[src/rtl/xoroshiro_pkg.sv]
// Shared xoroshiro128 definitions: default seed, rotate/shift constants and the
// state-update and byte-lane output functions used by generator and checker.
package xoroshiro_pkg;

    localparam logic [127:0] DEFAULT_SEED = 128'hA57AFD30D24E7488_24C9E7755DED7017;

    localparam int unsigned ROT_A   = 55;
    localparam int unsigned SHIFT_B = 14;
    localparam int unsigned ROT_C   = 36;

    typedef enum logic {
        HUNT  = 1'b0,
        CHECK = 1'b1
    } chk_state_e;

    function automatic logic [63:0] rotl(input logic [63:0] x, input int unsigned k);
        return (x << k) | (x >> (64 - k));
    endfunction

    // Lanes are added independently: each byte wraps mod 256, no carry across lanes.
    function automatic logic [7:0] lane_byte(input logic [63:0] s0,
                                             input logic [63:0] s1,
                                             input logic [2:0]  idx);
        int unsigned base;
        base = 63 - 8 * int'(idx);
        return s0[base -: 8] + s1[base -: 8];
    endfunction

    function automatic logic [63:0] next_s0(input logic [63:0] s0, input logic [63:0] s1);
        logic [63:0] t;
        t = s0 ^ s1;
        return rotl(s0, ROT_A) ^ t ^ (t << SHIFT_B);
    endfunction

    function automatic logic [63:0] next_s1(input logic [63:0] s0, input logic [63:0] s1);
        return rotl(s0 ^ s1, ROT_C);
    endfunction

endpackage

[src/rtl/xoroshiro128_core.sv]
// Local xoroshiro128 generator: s0/s1 state plus byte index, producing the
// expected byte for the current lane.
module xoroshiro128_core
    import xoroshiro_pkg::*;
#(
    parameter logic [127:0] SEED = DEFAULT_SEED
) (
    input  logic       clk,
    input  logic       rst,
    input  logic       advance,
    input  logic       reload,
    output logic [7:0] exp,
    output logic       last
);

    logic [63:0] s0;
    logic [63:0] s1;
    logic [2:0]  idx;

    // The word update lands in the same cycle as the idx=7 byte, so streams run gap-free.
    always_ff @(posedge clk or posedge rst) begin
        if (rst) begin
            s0  <= SEED[127:64];
            s1  <= SEED[63:0];
            idx <= 3'd0;
        end else if (reload) begin
            s0  <= SEED[127:64];
            s1  <= SEED[63:0];
            idx <= 3'd0;
        end else if (advance) begin
            if (idx == 3'd7) begin
                s0 <= next_s0(s0, s1);
                s1 <= next_s1(s0, s1);
            end
            idx <= idx + 3'd1;
        end
    end

    assign exp  = lane_byte(s0, s1, idx);
    assign last = (idx == 3'd7);

endmodule

[config.mk]
export PLATFORM = sky130hd
export DESIGN_NAME = xoroshiro128_core
export DESIGN_NICKNAME = d
export VERILOG_FILES = /design/src/rtl/xoroshiro_pkg.sv /design/src/rtl/xoroshiro128_core.sv
export SDC_FILE = /design/constraint.sdc
export NUM_CORES = 1
export LEC_CHECK = 0
export CORE_MARGIN = 4
export CORE_UTILIZATION = 60
export DETAILED_ROUTE_END_ITERATION = 10
export PLACE_DENSITY = 0.77
export RECOVER_POWER = 25
export SLEW_MARGIN = 10
export SYNTH_ARGS = -nofsm -noshare
export SYNTH_HDL_FRONTEND = slang
export SYNTH_SLANG_ARGS = --single-unit
[constraint.sdc]
create_clock -name clk -period 4.8 [get_ports clk]
set_input_delay 0.48 -clock clk [delete_from_list [all_inputs] [get_ports clk]]
set_output_delay 0.48 -clock clk [all_outputs]
set_load 0.05 [all_outputs]
; After elaboration in Yosys (flattened, before gate mapping)
; Cells that the tools add are included.
; W data, S select, Z words.
[totals]
reg_bits = 131
in_bits = 4
out_inout_bits = 9
elab_cells = 25
[classes]
add_sub_neg = 3
eq_ne = 1
n_shift = 2
n_mux = 8
bitwise_logic = 5
n_reduce_logical = 3
[op_table]
columns = operator, n
row1 = $mux W64, 6
row2 = $xor A64 B64 Y64, 3
row3 = $shiftx A71 B33 Y8, 2
row4 = $or A64 B36 Y64, 1
row5 = $or A64 B55 Y64, 1
row6 = $add A8 B8 Y8, 1
row7 = $sub A6 B6 Y7 const A, 1
row8 = $mux W3, 2
row9 = $reduce_bool A2 Y1, 2
row10 = $add A3 B1 Y3 const B, 1
row11 = $eq A3 B3 Y1 const B, 1
row12 = $reduce_and A2 Y1, 1

; Longest topological paths before layout
[depth]
depth_word = 6
depth_mapped = 12
depth_no_buf = 10

; Worst setup path before layout
; OpenSTA, ideal clock, no wires.
[synth_path]
path_type = flip-flop to output port
start = register idx[0]
end = output port exp[6]
t_arrival_ns = 3.044
required_time_ns = 4.320
slack_ns = 1.276
path_stages_with_launch = 12
n_path_buf = 1
cell_sequence = dfrtp_1 > buf_2 > mux4_2 > mux2_2 > ha_1 > inv_1 > fa_1 > nor2b_1 > o21ai_0 > a21boi_0 > or4_1 > nand3_1
[synth_between]
elab_chain_cells = 3
word_cells_on_any_way = 4
classes_between = 2 x add/sub / 2 x shift
[synth_rtl]
columns = element, line_no
row1 = start: declaration, xoroshiro128_core.sv:18  ; logic [2:0] idx;
row2 = start signal: assignment, xoroshiro128_core.sv:35  ; idx <= idx + 3'd1;
row3 = $sub A6 B6 Y7 (*), xoroshiro_pkg.sv:25  ; base = 63 - 8 * int'(idx);
row4 = $shiftx A71 B33 Y8, xoroshiro_pkg.sv:26  ; return s0[base -: 8] + s1[base -: 8];
row5 = $add A8 B8 Y8 (*), xoroshiro_pkg.sv:26
row6 = end: declaration, xoroshiro128_core.sv:12  ; output logic [7:0] exp,
; Mark *: on every way between the ends. The rest lies on a longest branch, timed or not.

; Final worst setup path
[layout_path]
start = register idx[0]
end = output port exp[5]
; The elaborated chain is that of the path after synthesis.

==> qor.csv <==
stage,metric,value,unit
timing,rsz0062_at_grt,false,
timing,fmax,221,MHz
power_and_ir_drop,power.leakage,3.21,nW
clock_network,cts_setup_buffers,0,
drt,drt_iter0_drc,779,
power_and_ir_drop,comb_power_share,12.9,%
drt,route.detailed.drc,0,
clock_network,cts_made_buffers,17,
grt,grt_max_degree,84,
drt,dr.pass1.iters,6,
setup_path,path_class,flip-flop to output pin,
power_and_ir_drop,power.share.sequential,39.8,%
place,io_buffer_count,12,
setup_path,crit_top_cell,nor2_1,
logic_synthesis,ys_seq_elements,131,
floorplanning,ioPinCount,13,
cells_and_area,layout-drive-gt1-share,23.5,%
logic_synthesis,ys_async_sr_fraction,100,%
logic_synthesis,avgSynthCellArea,10.6,µm²
place,dp.cells,932,
floorplanning,start_util,62.1,%
floorplanning,num_rows,42,
clock_network,ctsHtreeMaxLevel,4,
timing,hold_viol_final,0,
clock_network,cts_num_sinks,131,
drt,avgViaCountPerCell,6.40,
setup_path,critPathBufInv,2,
setup_path,critPathLaunchType,flip-flop,
timing,fin_crit,4.52,ns
power_and_ir_drop,switching_share,26.2,%
drt,wl_per_cell,23.8,µm
setup_path,crit_path_cell_trace,"buf_4, mux4_2, mux2_2, ha_1, a211oi_1, nor2_1, nor2_1, xnor2_1, clkdlybuf4s50_1",
power_and_ir_drop,ir_worst_vdd,0.262,mV
setup_path,reg2reg_from,idx[1],
logic_synthesis,synth_ff_type,dfstp_2,
timing,worst_slew_pin_slew,3.28,ns
timing,setup_viol,0,
clock_network,cts-root-buf,clkbuf_16,
setup_path,cp_max_fo,16,
power_and_ir_drop,clkPwrFrac,47.3,%
place,routabilityCongestion,0.954,
setup_path,worstReg2RegEnd,s0[51],
timing,period_share,94.2,%
drt,drt-total-wl,23000,µm
outcome,status,"finished, violations left",
setup_path,max_stage_delay,0.82,ns
flow_run,cap_violations,1,
logic_synthesis,synth_cell_types,35,
worst_hold_path,holdCritPathClass,input port to flip-flop,
setup_path,cp-startpoint,idx[0],
logic_synthesis,synth_cells,783,
grt,antenna_found_initial,0,
logic_synthesis,ys_seq_area_share,40.4,%
setup_path,cp.required,4.32,ns
power_and_ir_drop,power_switching,740,µW
grt,grt_pass1_wl,35600,µm
floorplanning,die_h,126,µm
power_and_ir_drop,p_per_area,309,mW/mm²
grt,grt_overflow,0,
logic_synthesis,synth-edff-count,0,
setup_path,critPathTopFamily,buffers and inverters,
clock_network,clock_latency,0.43,ns
drt,vias,6173,
cells_and_area,antennaDiodeCount,0,
cells_and_area,layout.cells.non_filler,964,
power_and_ir_drop,intPower,2.08,mW
logic_synthesis,synth_area,0.00832,mm²
timing,fin_tns_setup,0,ns
setup_path,cp_slowest_cell,clkdlybuf4s50_1,
floorplanning,coreArea,0.0134,mm²
place,hpwl,16500,µm
timing,relSlewSlack,-120,%
setup_path,rrSetupSlack,1.94,ns
grt,track_usage,29.7,%
cells_and_area,nNetsFinal,789,
setup_path,crit_path_end,exp[5],
timing,finalMaxSlewViolations,73,
logic_synthesis,synth_nets,797,
setup_path,cp_num_cells,9,
clock_network,clockBufferDepth,2,
floorplanning,die-area,0.0158,mm²
outcome,violations,"max-capacitance violations, max-slew violations",
timing,finClkSkew,0.00759,ns
setup_path,reg2regPathDepth,6,
clock_network,clkTransAtPathRegs,0.06,ns
cells_and_area,layout-area-overhead-vs-synth,9.88,%
cells_and_area,nFillCells,1030,
grt,grt_pass1_vias,6002,
floorplanning,die_w,126,µm
drt,postRouteAntennaNets,0,
setup_path,cp-end-kind,output pin,
setup_path,arrival,4.04,ns
logic_synthesis,ys_warn_count,0,
clock_network,cts_tree,yes,
## state kept, by name, summed over array words and instances, names as in the netlist
register and count:
s1 64, idx 3, s0 64
## cell families (layout without fill, tap and decap cells)
logic type      Yosys count  after routing  synth area share (%)
mux                      53             53                  10.9
flops                   131            131                  40.4
compound gates          139            139                  10.9
fa+ha+maj                10             10                  1.59
xor+xnor                202            202                  21.3
buf+inv                  56             61                  3.07
simple gates            192            192                  11.8
## metal layers
| layer | share of wire [%] | vias to the layer above | track usage (%) |
|---|---|---|---|
| li1 | - | 2742 | - |
| met1 | 42 | 3111 | 41.3 |
| met2 | 46 | 263 | 45.2 |
| met3 | 8.3 | 57 | 7.37 |
| met4 | 3.9 | 0 | 12.1 |
| met5 | 0 | - | 0 |
## cells in the mapped netlist (all sizes together), types with 7 or more instances
cell type    n  share of area (%)
a211o       34                3.6
a211oi      30                2.7
a21oi       19                1.1
buf         25                1.7
clkbuf      24                1.1
dfrtp       64                 19
dfstp       67                 21
ha           9                1.4
inv          7               0.32
mux2        12                1.6
mux2i       12                1.4
mux4        29                7.9
nand2       19               0.86
nor2        85                3.8
nor3        33                2.0
o21ai       52                3.1
or3         17                1.3
or3b        32                3.4
xnor2      166                 17
xor2        36                3.8
## cell type report
class	instances	area [µm²]	share of cell area (%)
Clock buffer	20	447	4.89
Clock inverter	12	158	1.72
Inverter	7	27.5	0.301
Multi-Input combinational cell	596	4710	51.5
Sequential cell	131	3360	36.8
Tap cell	176	220	2.41
Timing Repair Buffer	22	215	2.35
## how the worst min path moves through the flow
| stage | from | end | slack (ns) | cells past startpoint |
|---|---|---|---|---|
| finish | reload | s0[35] | 0.53 | 2 |
| global route | reload | s0[35] | 0.55 | 2 |
| CTS | reload | s0[35] | 0.54 | 2 |
| detailed placement | s1[12] | s1[12] | 0.53 | 2 |
| global placement | s1[12] | s1[12] | 0.53 | 2 |
| floorplan | s1[12] | s1[12] | 0.50 | 2 |
## worst register-to-register path: stages, from the launching register on
cell	delay, ns
dfrtp_1	0.71
ha_1	0.28
ha_1	0.23
nand2_4	0.44
buf_4	0.49
o21ai_0	0.17
or3b_2	0.46
## stage by stage
stage / total power [mW] / hold slack [ns] / setup slack [ns] / utilization [%] / area (µm²)
CTS: 2.83 / 0.535 / 0.150 / 68.2 / 9140
detailed placement: 1.50 / 0.528 / 0.609 / 63.7 / 8530
global route: 2.91 / 0.548 / 0.0828 / 68.2 / 9140
global placement: 1.50 / 0.525 / 0.669 / 63.7 / 8530
floorplan: 1.41 / 0.495 / 0.933 / - / 8320
finish: 2.82 / 0.534 / 0.276 / 68.2 / 9140
## cells in the final DEF, fill, tap and decap left out, types with 3 or more instances in the layout
cell type | Yosys | layout
nor2_1 | 85 | 85
ha_1 | 9 | 9
or3b_2 | 30 | 30
xnor2_1 | 166 | 166
dfstp_2 | 67 | 67
mux4_2 | 29 | 29
buf_4 | 0 | 11
clkinv_4 | 0 | 3
clkbuf_16 | 0 | 17
mux2i_1 | 12 | 12
bufinv_16 | 0 | 3
clkdlybuf4s50_1 | 0 | 7
o21ai_0 | 52 | 52
a211oi_1 | 30 | 30
a21oi_1 | 19 | 19
clkinvlp_4 | 0 | 3
inv_1 | 7 | 6
mux2_2 | 12 | 12
a211o_1 | 34 | 34
xor2_1 | 36 | 36
dfrtp_1 | 64 | 63
nor3_1 | 33 | 33
or3_1 | 17 | 17
nand2_1 | 19 | 18
## repair_timing
item,4_1_cts,5_1_grt
gates resized for setup,0,1
hold endpoints to repair,0,0
endpoints found under the setup margin,0,1
hold buffers,0,0
## power groups by stage
| stage | sequential [mW] | combinational [mW] | clock (mW) |
|---|---|---|---|
| 2_1_floorplan | 1.13 | 0.278 | 0 |
| 3_3_place_gp | 1.14 | 0.358 | 0 |
| 3_5_place_dp | 1.14 | 0.364 | 0 |
| 4_1_cts | 1.12 | 0.365 | 1.35 |
| 5_1_grt | 1.12 | 0.389 | 1.40 |
| 6_report | 1.12 | 0.365 | 1.33 |
No activity file was read; power rests on OpenSTA's default activity.
